`config.mk`:
```
export PLATFORM = sky130hd
export DESIGN_NAME = alu_seq_ctrl
export DESIGN_NICKNAME = d
export VERILOG_FILES = /design/src/rtl/alu_seq_ctrl.sv
export SDC_FILE = /design/constraint.sdc
export NUM_CORES = 1
export LEC_CHECK = 0
export BUFFER_PORTS_ARGS = -buffer_cell sky130_fd_sc_hd__buf_4
export CORE_ASPECT_RATIO = 1.75
export CORE_MARGIN = 5
export CORE_UTILIZATION = 40
export DETAILED_ROUTE_END_ITERATION = 7
export MAX_ROUTING_LAYER = met4
export SLEW_MARGIN = 20
export SYNTH_ARGS = -nofsm -noshare
export SYNTH_HDL_FRONTEND = slang
export SYNTH_SLANG_ARGS = --single-unit
```
`constraint.sdc`:
```
create_clock -name clk -period 2.85 [get_ports clk]
set_clock_uncertainty 0.2 [all_clocks]
set_input_delay 0.57 -clock clk [delete_from_list [all_inputs] [get_ports clk]]
set_output_delay 0.57 -clock clk [all_outputs]
set_load 0.05 [all_outputs]
```
`src/rtl/alu_seq_ctrl.sv`:
```
// alu_seq_ctrl: fetch/exec/writeback sequencer driving a 4-bit ADD/NAND ALU with a 4x4 register file
module alu_seq_ctrl (
  input  logic       clk,
  input  logic       rst_n,
  output logic       imem_req,
  output logic [3:0] imem_addr,
  input  logic       imem_ack,
  input  logic [7:0] imem_data,
  output logic [3:0] alu_a,
  output logic [3:0] alu_b,
  output logic       alu_sel,
  input  logic [3:0] alu_res,
  output logic [3:0] pc,
  output logic       halted,
  input  logic [1:0] dbg_sel,
  output logic [3:0] dbg_data
);
  typedef enum logic [2:0] {IDLE, FETCH, EXEC, WB, HALT} state_t;
  state_t     state;
  logic [7:0] ir;
  logic [3:0] rf [4];
  logic [1:0] op, rd, rs;
  assign op        = ir[7:6];
  assign rd        = ir[5:4];
  assign rs        = ir[3:2];
  assign imem_addr = pc;
  assign dbg_data  = rf[dbg_sel];
  always_ff @(posedge clk) begin
    if (!rst_n) begin
      state    <= IDLE;
      pc       <= 4'h0;
      ir       <= 8'h00;
      alu_a    <= 4'h0;
      alu_b    <= 4'h0;
      alu_sel  <= 1'b0;
      imem_req <= 1'b0;
      halted   <= 1'b0;
      for (int i = 0; i < 4; i++) rf[i] <= 4'h0;
    end else begin
      case (state)
        IDLE: begin
          state    <= FETCH;
          imem_req <= 1'b1;
        end
        FETCH: if (imem_ack) begin
          ir       <= imem_data;
          state    <= EXEC;
          imem_req <= 1'b0;
        end
        EXEC: if (op == 2'b11) begin
          state  <= HALT;
          halted <= 1'b1;
        end else begin
          // operands stay frozen through WB so the ALU has a full cycle to settle
          if (!op[1]) begin
            alu_a   <= rf[rd];
            alu_b   <= rf[rs];
            alu_sel <= op[0];
          end
          state <= WB;
        end
        WB: begin
          rf[rd]   <= op[1] ? ir[3:0] : alu_res;
          pc       <= pc + 4'h1;
          state    <= FETCH;
          imem_req <= 1'b1;
        end
        HALT: state <= HALT;
        default: state <= IDLE;
      endcase
    end
  end
endmodule

```
== Word-level counts from Yosys, hierarchy flattened ==
Memory sizes are Yosys's and may differ from the RTL's. A register that Yosys moved wholly into a read port is not among the register bits.
Cells that the tools add are included.
Widths: inputs -> output; s select.

* Bits in registers: 18
* RAM bits: 16
* Input port bits: 17
* Output and inout bits: 23
* Word-level logic and storage cells: 39
* Memories: 1

{| class="wikitable"
|+ Memories
! name !! depth !! width !! read ports !! clocked after Yosys merged registers in !! wr ports !! line !! RTL
|-
| rf || 4 || 4 || 3 || 2 || 4 || 21 || <nowiki>logic [3:0] rf [4];</nowiki>
|}

* Add/sub/neg operators: 1
* Equality and inequality tests: 6
* Multiplexer cells: 13
* Bitwise operators: 2
* Reductions and logical operators: 10

{| class="wikitable"
|+ Operators with widths
! kind !! count
|-
| $pmux 3 s4 || 1
|-
| $mux 4 || 2
|-
| $eq 3x2->1 const B || 2
|-
| $mux 1 || 6
|-
| $mux 3 || 2
|-
| $reduce_and 2->1 || 3
|-
| $add 4x1->4 const B || 1
|-
| $reduce_or 4->1 || 1
|-
| $eq 3x1->1 const B || 1
|-
| $eq 3x3->1 const B || 1
|-
| $logic_not 3->1 || 1
|-
| $reduce_and 3->1 || 1
|-
| $eq 2x2->1 const B || 1
|-
| $logic_not 1->1 || 2
|-
| $mux 2 || 1
|-
| $ne 2x2->1 const B || 1
|-
| $not 1->1 || 2
|-
| $pmux 1 s2 || 1
|-
| $reduce_bool 2->1 || 1
|-
| $reduce_or 2->1 || 1
|}

== Depth between registers and ports, before layout ==
* Word-level depth: 6
* Mapped depth: 5

== Worst setup path after synthesis ==
Ideal clock, no wire load.

* Kind: in2out
* Start point: input dbg_sel[0]
* End point: output dbg_data[0]
* Data arrival time: 1,205 ps
* Data required time: 2,080 ps
* Slack: 875 ps
* Stages on the path: 1
* Path buffers: 0
* Cell sequence: mux4_2

* Longest elaborated chain between the ends: 1

{| class="wikitable"
|+ Ends and longest elaborated chain
! what !! line !! RTL
|-
| start, declared || 15 || <nowiki>input logic [1:0] dbg_sel,</nowiki>
|-
| $mem_v2 4x4 || -- ||
|-
| end, declared || 16 || <nowiki>output logic [3:0] dbg_data</nowiki>
|}

No other way between the ends.

== Worst setup path in the final report ==
* Start point: input dbg_sel[0]
* End point: output dbg_data[3]

The elaborated chain is that of the path after synthesis.

==> flow_summary_export.csv <==
group,metric,value,unit
status,status,"finished clean",
routing,via_per_inst,5.374,
setup_path,cp-start-kind,"input port",
logic_synthesis,syn_inst,158,
power_and_ir_drop,swShare,25.15,%
setup_path,reg2reg_depth,2,
hold_path,min_to,"halted$_SDFFE_PN0P_",
setup_path,crit_fanout,4,
cts,cts_buffer_depth,2,
power_and_ir_drop,clockPowerShare,33.4,%
final_layout,drive_gt1_share,32.99,%
hold_path,holdPathStages,1,
die,rows,33,
logic_synthesis,yosys_register_bits,42,
sta,setup_tns,0,ns
final_layout,syn_to_final_growth,20.87,%
global_route,grt_overflow,0,
cts,clk_pin_slew,0.07,ns
setup_path,critPathArrivalTime,1.40,ns
die,io_pins,40,
sta,worst_pin_slew,0.8040,ns
power_and_ir_drop,p_leak,0.9454,nW
routing,ant_nets,0,
hold_path,hold_path.startpoint,"halted$_SDFFE_PN0P_",
power_and_ir_drop,power.switching,313.1,uW
hold_path,hp-class,"register to register",
logic_synthesis,yosysWarnings,0,
sta,period_share,76.29,%
sta,clock.fmax,0.4599,GHz
logic_synthesis,syn_avg_cell_area,12.33,um2
global_route,antenna_found_initial,0,
routing,wl,4233,um
power_and_ir_drop,p_comb_share,12.5,%
power_and_ir_drop,peakVddDrop,0.0004412,V
logic_synthesis,yosysSeqAreaShare,51.38,%
routing,wl_per_cell,17.21,um
setup_path,max_stage_delay,0.50,ns
power_and_ir_drop,p_per_area,528.7,mW/mm2
sta,final.min_clock_period,2.174,ns
run,cap_violations,0,
final_layout,final_nets,211,
power_and_ir_drop,p_seq_share,54.1,%
cts,cts_made_buffers,5,
global_route,grt_pass1_wl,7044,um
setup_path,crit_type,"input port to output pin",
sta,relSlewSlack,45.84,%
routing,firstDrtPassIters,4,
setup_path,cp_cell_sequence,"buf_4, mux4_2, buf_4",
global_route,grt_util_all_layers,14.61,%
sta,rsz0062_at_grt,"false",
die,die_width,62.76,um
routing,remaining_drc_errors,0,
place,io_buffer_count,39,
die,die_area,0.006421,mm2
setup_path,r2r_setup_slack,0.79,ns
cts,clockRootBuffer,"clkbuf_8",
die,initial_core_util,41.39,%
setup_path,crit_family,"multiplexers",
cts,cts_post_setup_buffers_inserted,0,
global_route,grt_pass1_vias,1472,
setup_path,crit_buf_inv,2,
cts,cts.htree.levels,2,
power_and_ir_drop,intPower,931.9,uW
routing,num_vias,1322,
place,dp_hpwl,3297,um
final_layout,diodes,0,
cts,ctsHoldBuffers,0,
setup_path,cp-end-kind,"output pin",
setup_path,r2r-end,"rf[3][3]$_DFFE_PP_",
logic_synthesis,synth_nets,176,
global_route,grt_max_degree,17,
place,placed_area,0.002255,mm2
place,gp_congestion,0.8649,
power_and_ir_drop,power,1.245,mW
logic_synthesis,syn_area,0.001948,mm2
sta,hold_viol,0,
cts,cts_resized,0,
routing,drt_iter0_markers,38,
final_layout,finalInstanceArea,0.002355,mm2
die,die_h,102.3,um
setup_path,timing.rr.start,"state[0]$_SDFFE_PN0P_",
cts,cts_sinks,42,
die,core,0.004707,mm2
setup_path,crit_top_cell,"buf_4",
setup_path,cp_slowest_cell,"mux4_2",
logic_synthesis,ys_types,30,
cts,clock_latency,0.29,ns
setup_path,required,2.08,ns
cts,cts_tree,"done",
sta,finalMaxSlewViolations,0,
sta,setup_viol,0,
-- layer usage --
layer	up-vias	wire length (um)	GRT usage, %
met4	0	89	6.046
met5	-	0	-
met3	7	207	3.300
li1	648	-	-
met1	627	1587	14.13
met2	40	2349	27.56
-- worst max path at each step --
stage	from	end	slack, ns	depth (start not counted)
after floorplan	dbg_sel[0]	dbg_data[0]	0.88	1
after global placement	dbg_sel[0]	dbg_data[1]	0.67	3
after detailed placement	dbg_sel[0]	dbg_data[3]	0.67	3
after CTS	rf[3][3]$_DFFE_PP_	dbg_data[3]	0.66	2
after global routing	rf[3][0]$_DFFE_PP_	dbg_data[0]	0.62	2
final	dbg_sel[0]	dbg_data[3]	0.68	3
-- synth_stat cells --
cell	instances	area (um2)
nor2_1	30	112.6
dfxtp_1	26	520.5
edfxtp_1	16	480.5
mux2i_1	14	140.1
mux4_2	12	270.3
a22o_1	8	70.07
nand2_1	5	18.77
a21oi_1	4	20.02
buf_2	4	20.02
buf_4	4	30.03
clkbuf_1	4	15.01
inv_1	4	15.01
o21ai_0	4	20.02
nand2b_1	3	18.77
nor3_1	2	10.01
or3_1	2	12.51
or3b_1	2	17.52
xor2_1	2	17.52
a311oi_1	1	8.760
and4b_1	1	10.01
ha_1	1	12.51
nand3_1	1	5.000
nand3b_1	1	7.510
nand3b_2	1	11.26
nand4b_1	1	8.760
nand4b_4	1	23.77
nor3_2	1	10.01
nor4b_4	1	23.77
nor4bb_1	1	10.01
o21a_1	1	7.510
-- power groups by stage --
| stage | sequential, mW | combinational [mW] | clock [mW] |
|---|---|---|---|
| detailed placement | 0.688 | 0.158 | 0 |
| global placement | 0.685 | 0.155 | 0 |
| floorplan | 0.685 | 0.102 | 0 |
| CTS | 0.674 | 0.158 | 0.431 |
| global route | 0.678 | 0.167 | 0.464 |
| finish | 0.673 | 0.156 | 0.416 |
-- area by class of cell --
| class | count | area (um2) |
|---|---|---|
| fill | 438 | 2352 |
| sequential | 42 | 1001 |
| multi-input combinational | 100 | 873.3 |
| timing repair buffer | 40 | 300.3 |
| clock buffer | 7 | 96.34 |
| tap | 52 | 65.06 |
| inverter | 4 | 15.01 |
| clock inverter | 1 | 3.754 |
-- cells by family (layout without fill, tap and decap cells) --
family	Yosys count	count (layout)	synth area share, %
AO/OA/AOI/OAI	18	18	6.487
adder cells (fa/ha/maj)	1	1	0.6422
multiplexers	26	26	21.07
XOR/XNOR	2	2	0.8993
AND/OR/NAND/NOR	53	53	15.41
flip-flops	42	42	51.38
buffers and inverters	16	52	4.110
-- state kept, by name, summed over array words and instances (netlist names) --
| signal | flops |
|---|---|
| state | 3 |
| ir | 8 |
| alu_b | 4 |
| imem_req | 1 |
| imem_addr | 4 |
| halted | 1 |
| rf | 16 |
| alu_a | 4 |
| alu_sel | 1 |
-- metrics by stage --
step	util [%]	setup slack [ns]	hold WS [ns]	instances
final	50.03	0.6756	0.2751	246
after global routing	50.03	0.6210	0.3102	246
after CTS	50.03	0.6633	0.2859	246
after detailed placement	47.90	0.6673	0.2670	238
after global placement	47.90	0.6735	0.2540	238
after floorplan	-	0.8752	0.2601	158
-- cell usage in the layout, fill, tap and decap left out, types with 3 or more instances in the layout --
master	instances
a21oi_1	4
mux4_2	12
nand2b_1	3
o21ai_0	4
inv_1	4
nand2_1	5
clkbuf_8	7
buf_4	40
mux2i_1	14
nor2_1	30
edfxtp_1	16
a22o_1	8
dfxtp_1	26
(Power assumes the default switching activity.)
